`src/rtl/game_pkg.sv`:
```
// game_pkg: shared state encoding, screen limits and per-stage start positions for stage_sequencer
package game_pkg;
  typedef enum logic [2:0] {
    TITLE = 3'd0,
    LOAD  = 3'd1,
    PLAY  = 3'd2,
    PAUSE = 3'd3,
    HIT   = 3'd4,
    CLEAR = 3'd5,
    OVER  = 3'd6,
    WIN   = 3'd7
  } state_t;
  localparam int MAX_STAGES   = 16;
  localparam int SCREEN_H_MAX = 319;
  localparam int SCREEN_V_MAX = 239;
  localparam int POS_MIN      = 20;
  typedef struct packed {
    logic [9:0] h_cy;
    logic [9:0] v_cy;
    logic [9:0] h_mon;
    logic [9:0] v_mon;
  } pos_t;
  localparam pos_t [0:MAX_STAGES-1] INIT_TAB = {
    {10'd20,  10'd20,  10'd300, 10'd220},
    {10'd36,  10'd28,  10'd284, 10'd212},
    {10'd52,  10'd36,  10'd268, 10'd204},
    {10'd68,  10'd44,  10'd252, 10'd196},
    {10'd84,  10'd52,  10'd236, 10'd188},
    {10'd100, 10'd60,  10'd220, 10'd180},
    {10'd116, 10'd68,  10'd204, 10'd172},
    {10'd132, 10'd76,  10'd188, 10'd164},
    {10'd148, 10'd84,  10'd172, 10'd156},
    {10'd164, 10'd92,  10'd156, 10'd148},
    {10'd180, 10'd100, 10'd140, 10'd140},
    {10'd196, 10'd108, 10'd124, 10'd132},
    {10'd212, 10'd116, 10'd108, 10'd124},
    {10'd228, 10'd124, 10'd92,  10'd116},
    {10'd244, 10'd132, 10'd76,  10'd108},
    {10'd260, 10'd140, 10'd60,  10'd100}
  };
endpackage

```
`src/rtl/stage_init_rom.sv`:
```
// stage_init_rom: combinational lookup of player/monster start positions for a stage
module stage_init_rom
  import game_pkg::*;
(
  input  logic [3:0] stage,
  output pos_t       pos
);
  assign pos = INIT_TAB[stage];
endmodule

```
`src/rtl/stage_sequencer.sv`:
```
// stage_sequencer: game-flow FSM (title/load/play/pause/hit/clear/over/win); INVINCIBLE_FRAMES_EN adds post-respawn immunity
module stage_sequencer
  import game_pkg::*;
#(
  parameter int NUM_STAGES   = 4,
  parameter int LIVES_INIT   = 3,
  parameter int HIT_TICKS    = 30,
  parameter int IFRAME_TICKS = 60
) (
  input  logic       clk,
  input  logic       rst,
  input  logic       SPACE_signal,
  input  logic       frame_tick,
  input  logic       collide,
  input  logic       goal,
  output logic [2:0] state,
  output logic [3:0] stage,
  output logic [1:0] lives,
  output logic       load,
  output logic       move_en,
  output logic       invuln,
  output logic [9:0] init_pos_h_CY,
  output logic [9:0] init_pos_v_CY,
  output logic [9:0] init_pos_h_mon,
  output logic [9:0] init_pos_v_mon
);
  state_t      state_q, state_n;
  logic [3:0]  stage_n;
  logic [1:0]  lives_n;
  logic [15:0] hit_cnt;
  logic        space_d, space_rise, hit_done;
  pos_t        rom_pos, pos_q;
  stage_init_rom u_rom (.stage(stage_n), .pos(rom_pos));
  assign space_rise     = SPACE_signal & ~space_d;
  assign hit_done       = frame_tick && hit_cnt == 16'(HIT_TICKS - 1);
  assign state          = state_q;
  assign load           = state_q == LOAD;
  assign move_en        = state_q == PLAY;
  assign init_pos_h_CY  = pos_q.h_cy;
  assign init_pos_v_CY  = pos_q.v_cy;
  assign init_pos_h_mon = pos_q.h_mon;
  assign init_pos_v_mon = pos_q.v_mon;
  // next state, stage and lives decisions
  always_comb begin
    state_n = state_q;
    stage_n = stage;
    lives_n = lives;
    case (state_q)
      TITLE: state_n = space_rise ? LOAD : TITLE;
      LOAD:  state_n = PLAY;
      PLAY:
        if (collide && !invuln) begin
          state_n = HIT;
          lives_n = lives == 2'd0 ? 2'd0 : lives - 2'd1;
        end else if (goal) state_n = CLEAR;
        else if (space_rise) state_n = PAUSE;
      PAUSE: state_n = space_rise ? PLAY : PAUSE;
      HIT:   if (hit_done) state_n = lives == 2'd0 ? OVER : LOAD;
      CLEAR:
        if (space_rise) begin
          if (stage == 4'(NUM_STAGES - 1)) state_n = WIN;
          else begin
            state_n = LOAD;
            stage_n = stage + 4'd1;
          end
        end
      default:
        if (space_rise) begin
          state_n = TITLE;
          stage_n = 4'd0;
          lives_n = 2'(LIVES_INIT);
        end
    endcase
  end
  // state, progress, hit timer and start-position registers
  always_ff @(posedge clk) begin
    if (rst) begin
      state_q <= TITLE;
      stage   <= 4'd0;
      lives   <= 2'(LIVES_INIT);
      space_d <= 1'b1;
      hit_cnt <= 16'd0;
      pos_q   <= INIT_TAB[0];
    end else begin
      state_q <= state_n;
      stage   <= stage_n;
      lives   <= lives_n;
      space_d <= SPACE_signal;
      hit_cnt <= state_q != HIT ? 16'd0 : frame_tick ? hit_cnt + 16'd1 : hit_cnt;
      pos_q   <= rom_pos;
    end
  end
`ifdef INVINCIBLE_FRAMES_EN
  logic [15:0] iframe_cnt;
  // immunity window armed on respawn, counted down only while playing
  always_ff @(posedge clk) begin
    if (rst) begin
      invuln     <= 1'b0;
      iframe_cnt <= 16'd0;
    end else if (state_n == LOAD) begin
      invuln     <= state_q == HIT;
      iframe_cnt <= 16'd0;
    end else if (state_q == PLAY && invuln && frame_tick) begin
      invuln     <= iframe_cnt != 16'(IFRAME_TICKS - 1);
      iframe_cnt <= iframe_cnt + 16'd1;
    end
  end
`else
  assign invuln = IFRAME_TICKS < 0;
`endif
endmodule

```
`config.mk`:
```
export PLATFORM = sky130hd
export DESIGN_NAME = stage_sequencer
export DESIGN_NICKNAME = d
export VERILOG_FILES = /design/src/rtl/game_pkg.sv /design/src/rtl/stage_init_rom.sv /design/src/rtl/stage_sequencer.sv
export SDC_FILE = /design/constraint.sdc
export NUM_CORES = 1
export LEC_CHECK = 0
export ABC_AREA = 1
export CORE_MARGIN = 4
export CORE_UTILIZATION = 40
export DETAILED_ROUTE_END_ITERATION = 10
export DONT_BUFFER_PORTS = 1
export GPL_ROUTABILITY_DRIVEN = 1
export RECOVER_POWER = 25
export REMOVE_ABC_BUFFERS = 1
export SYNTH_ARGS = -nofsm -noshare
export SYNTH_HDL_FRONTEND = slang
export SYNTH_HIERARCHICAL = 1
export SYNTH_SLANG_ARGS = --single-unit
```
`constraint.sdc`:
```
create_clock -name clk -period 5 [get_ports clk]
set_input_delay 0.75 -clock clk [delete_from_list [all_inputs] [get_ports clk]]
set_output_delay 0.75 -clock clk [all_outputs]
set_load 0.005 [all_outputs]
```
Word level (Yosys, flattened, before mapping)
Memories as Yosys holds them, arrays and structs flattened. A register that Yosys moved wholly into a read port is not among the register bits. Index checks and enable logic that the tools add are counted.

Add/subtract/negate cells: 3. Equality and inequality tests: 12. Muxes and demuxes: 19. Bitwise logic cells: 4. Reductions and logical operators: 10.

Operators by type and width (number): $mux 3 (8); $pmux 3 s6 (1); $add 16x1->16 const B (1); $eq 16x5->1 const B (1); $mux 4 (3); $reduce_or 5->1 (2); $pmux 4 s2 (1); $eq 3x2->1 const B (2); $eq 3x3->1 const B (2); $mux 2 (3); $ne 2x2->1 const B (3); $reduce_bool 6->1 (1); $not 4->5 (1); $add 4x1->4 const B (1); $eq 4x2->1 const B (1); $ne 4x3->1 const B (1); $pmux 2 s2 (1); $reduce_and 4->1 (1); $eq 3x1->1 const B (1); $logic_not 3->1 (1); $ne 3x3->1 const B (1); $reduce_and 3->1 (1); $logic_not 2->1 (1); $mux 1 (2); other kinds (6) (7).

Bits in registers: 26. Bits in read-only memories: 640. Input bits: 6. Output and inout port bits: 52. Word-level logic and storage cells: 54. Memories kept: 1.

Memory list: (name not given) (words 16, width 40, read ports 1, clocked after memory_dff 1, write ports 0, line stage_init_rom.sv:8) `assign pos = INIT_TAB[stage];`.

Longest topological paths before layout
Depth in word-level cells: 6. Depth in mapped cells: 13. Depth with buffers taken out: 13.

Modules after synthesis
Netlist, hierarchy kept.

Modules (own cells, without submodules): stage_sequencer (times used 1, cells an instance 348, area each 2642.5 sq um, sequential area each 1321.3 sq um); stage_init_rom (times used 1, cells an instance 60, area each 399.1 sq um, sequential area each 0.0 sq um).

Least setup slack after synthesis
Ideal clock, no wire load.

Path type: input to register. Start: input SPACE_signal. End: register init_pos_v_CY[4] (netlist name). Library setup time: 0.123 ns. Arrival: 2.452 ns. Required time: 4.877 ns. Slack: 2.425 ns. Stages: 10. Buffers on the path: 1. Path through: nand2_1 > inv_1 > o21bai_1 > nand2_1 > nand2_1 > inv_1 > ha_1 > or2_2 > buf_4 > or2_2.

Cells in the longest elaborated chain, start to end: 4. Elaborated cells on any way between the ends: 5. Classes of those cells: 3 x mux; 2 x bitwise.

RTL lines: start, declared (line stage_sequencer.sv:12) `input logic SPACE_signal,`; $and 1x1->1 (*) (line stage_sequencer.sv:34) `assign space_rise = SPACE_signal & ~space_d;`; $mux 4 (on tied branches) (line stage_sequencer.sv:68, stage_sequencer.sv:60); $pmux 4 s2 (*) (line stage_sequencer.sv:48) `case (state_q)`; net stage_n[2] (line stage_sequencer.sv:28) `logic [3:0] stage_n;`; $not 4->5 (implied by the code) (*) (line stage_init_rom.sv:8).

The timed path passes the listed nets; every way through them passes the cells marked *. A chain may end at the register's enable or synchronous reset.

Final worst setup path
Start: input SPACE_signal. End: register init_pos_v_mon[4] (netlist name).

Cells in the longest elaborated chain, start to end: 4. Elaborated cells on any way between the ends: 5. Classes of those cells: 3 x mux; 2 x bitwise.

RTL lines (line): $and 1x1->1 (*) (stage_sequencer.sv:34); $mux 4 (on tied branches) (stage_sequencer.sv:68, stage_sequencer.sv:60); $pmux 4 s2 (*) (stage_sequencer.sv:48); net stage_n[2] (stage_sequencer.sv:28); $not 4->5 (implied by the code) (*) (stage_init_rom.sv:8).

Marked as above.

==> impl_metrics.toml <==
[critical_path]
critical_path.startpoint = "SPACE_signal"
r2r-start = "stage[0]$_SDFF_PP0_"
worst_path_max_delay_cell = "nand2_1"
worst-path-buf-inv = 2
slowest_delay_ps = 300
required_ps = 5230
ff2ff_setup_slack_ps = 2690
crit_chain = "nand2_1 > inv_1 > o21bai_1 > nand2_1 > nand2_1 > inv_1 > ha_1 > or2_2 > or2_2"
crit_type = "in2reg"
cp_top_family = "simple AND/OR/NAND/NOR gates"
crit_fanout = 12
startpoint_type = "primary input"
critPathCaptureType = "flop"
path_common_cell = "nand2_1"
worstPathArrival_ps = 2560

[floorplan]
core_area_mm2 = 0.00733
rows = 31
die_area_mm2 = 0.00906
die_x_um = 95.2
dieHeight_um = 95.2
ioPinCount = 58
start_util_pct = 41.5

[outcome]
run_status = "finished, final reports clean"

[layout]
antenna_cells = 0
fin_area_mm2 = 0.00326
final_cell_mix = "inv_1 (69), dfxtp_1 (66), nor2_1 (63), nand2_1 (63), conb_1 (21)"
drive_above_1_share_pct = 11.5
layout.nets = 418
final_common_cell = "inv_1"
areaGrowthSynthToFinish_pct = 7.20

[sta]
finalSetupTns_ps = 0
hold_viol = 0
final.setup_skew_ps = 9.81
setup_viol = 0
fin_crit_ps = 2330
slew_viol_final = 0
max_slew_margin_pct = 62.4
grt_setup_unrepaired = "no"
timing.final.crit_share_pct = 46.6
fmax_mhz = 430
worst_slew_pin_slew_ps = 562

[synth]
synthesis.area_mm2 = 0.00304
syn_inst = 408
yosysSeqAreaShare_pct = 43.4
yosysWarnings = 6
ys_ff_latch = 66
syn_area_per_cell_um2 = 7.46
synth_cell_type_count = 33

[placed_design]
portBuffers = 0
placed_area_mm2 = 0.00300
post-dp-hpwl_um = 3850
gp_congestion = 0.768

[route]
wl_per_cell_um = 10.7
drt_iter0_drc = 74
drc = 0
final_antenna_net_count = 0
drt_wl_total_um = 5420
vias = 2210
first_pass_iters = 4
post_drt_via_cell_ratio = 4.37

[global_route]
grt_max_degree = 50
grt_pass1_wl_um = 9110
first_global_vias = 2049
grt-ovfl-total = 0
grt.total_usage_pct = 12.9
antenna_found_initial = 0

[clock_network]
cts_htree_levels = 3
cts-root-buf = "clkbuf_8"
hold_buffers = 0
tritoncts = "built"
insertion_delay_ps = 340
post_cts_resized = 0
clk_pin_slew_ps = 80
post-cts-setup-buffer-count = 0
clock_path_buffers = 2
clock-sinks = 66
tritoncts.num_buffers = 9

[power_and_ir_drop]
p_total_uw = 1160
max-vdd-ir-drop_mv = 0.186
p_leak_uw = 0.00136
power_density_mw_per_mm2 = 357

[min_path]
holdCritStartpoint = "rst"
hp-class = "in2reg"

[run]
maxCapViolCount = 0
[state kept, by name, indices dropped and copies added (netlist names)]
name	flops
lives	2
init_pos_v_CY	10
init_pos_h_mon	10
space_d	1
stage	4
init_pos_v_mon	10
init_pos_h_CY	10
state	3
hit_cnt	16
[metrics by stage]
stage,hold WS [ps],std cells,worst slack (ps),util (%)
5_1_grt,448,506,2460,44.5
3_3_place_gp,479,490,2400,40.9
3_5_place_dp,491,490,2320,40.9
4_1_cts,449,506,2680,44.7
6_report,477,506,2670,44.5
2_1_floorplan,460,391,2550,-
[report_power, final]
| part | total (uW) | internal [uW] | switching, uW |
|---|---|---|---|
| sequential | 542 | 535 | 6.22 |
| combinational | 20.2 | 7.81 | 12.4 |
| clock | 602 | 397 | 205 |
[worst register-to-register path: stages (launching register included)]
cell	delay, ps
dfxtp_1	380
ha_1	250
nand2_1	120
inv_1	50
o21ai_0	160
o211ai_1	130
nand2_1	300
inv_1	80
ha_1	180
or2_2	270
or2_2	270
[final cells by class]
cell class / count / area (um2)
clock buffers: 10 / 138
well taps: 99 / 124
flip-flops and latches: 66 / 1320
inverters: 72 / 270
multi-input cells: 253 / 1270
clock inverters: 6 / 138
fillers: 759 / 4070
[synth_stat cells]
library cell | number | area share (%)
nand3b_1 | 2 | 0.49
o21bai_1 | 1 | 0.25
xnor2_1 | 1 | 0.29
o21ai_0 | 8 | 1.3
inv_2 | 5 | 0.62
o21ai_2 | 2 | 0.58
or2_1 | 2 | 0.41
nand3_1 | 13 | 2.1
clkbuf_1 | 7 | 0.86
o211ai_1 | 3 | 0.74
nand3_2 | 3 | 0.99
nand2_2 | 4 | 0.82
nor2_4 | 2 | 0.74
inv_1 | 67 | 8.3
conb_1 | 3 | 0.37
nor3_1 | 3 | 0.49
nor2_1 | 62 | 7.7
ha_1 | 10 | 4.1
a21oi_2 | 1 | 0.29
or2_2 | 15 | 3.1
or2_0 | 1 | 0.21
buf_2 | 1 | 0.16
xor2_1 | 4 | 1.2
o21ai_1 | 2 | 0.33
nand4_1 | 5 | 1.0
buf_4 | 27 | 6.7
mux2i_1 | 1 | 0.33
nand2_1 | 62 | 7.7
nor2_2 | 4 | 0.82
nor3_2 | 1 | 0.33
o21a_1 | 1 | 0.25
a21oi_1 | 19 | 3.1
dfxtp_1 | 66 | 43
[per-layer routing]
layer  part of all wire (%)  vias up  track usage (%)
li1                       -     1178                -
met1                     47      965             15.5
met2                     44       59             19.5
met3                    7.4        8             5.76
met4                    1.8        0             6.85
met5                      0        -                0
[worst paths after layout]
check                                 end  cells after the start
max          init_pos_v_mon[4]$_SDFF_PP1_                      9
min                   stage[0]$_SDFF_PP0_                      1
max reg2reg  init_pos_v_mon[4]$_SDFF_PP1_                     10
min reg2reg      hit_cnt[12]$_SDFFE_PP0P_                      2
[kinds of logic after synthesis]
| kind of cell | Yosys count | share of synthesized area [%] |
|---|---|---|
| buf+inv | 107 | 16.6 |
| other cells | 3 | 0.370 |
| mux | 1 | 0.329 |
| xor+xnor | 5 | 1.44 |
| compound gates | 37 | 6.87 |
| fa+ha+maj | 10 | 4.11 |
| flops | 66 | 43.4 |
| simple gates | 179 | 26.9 |
(Power assumes the default switching activity.)
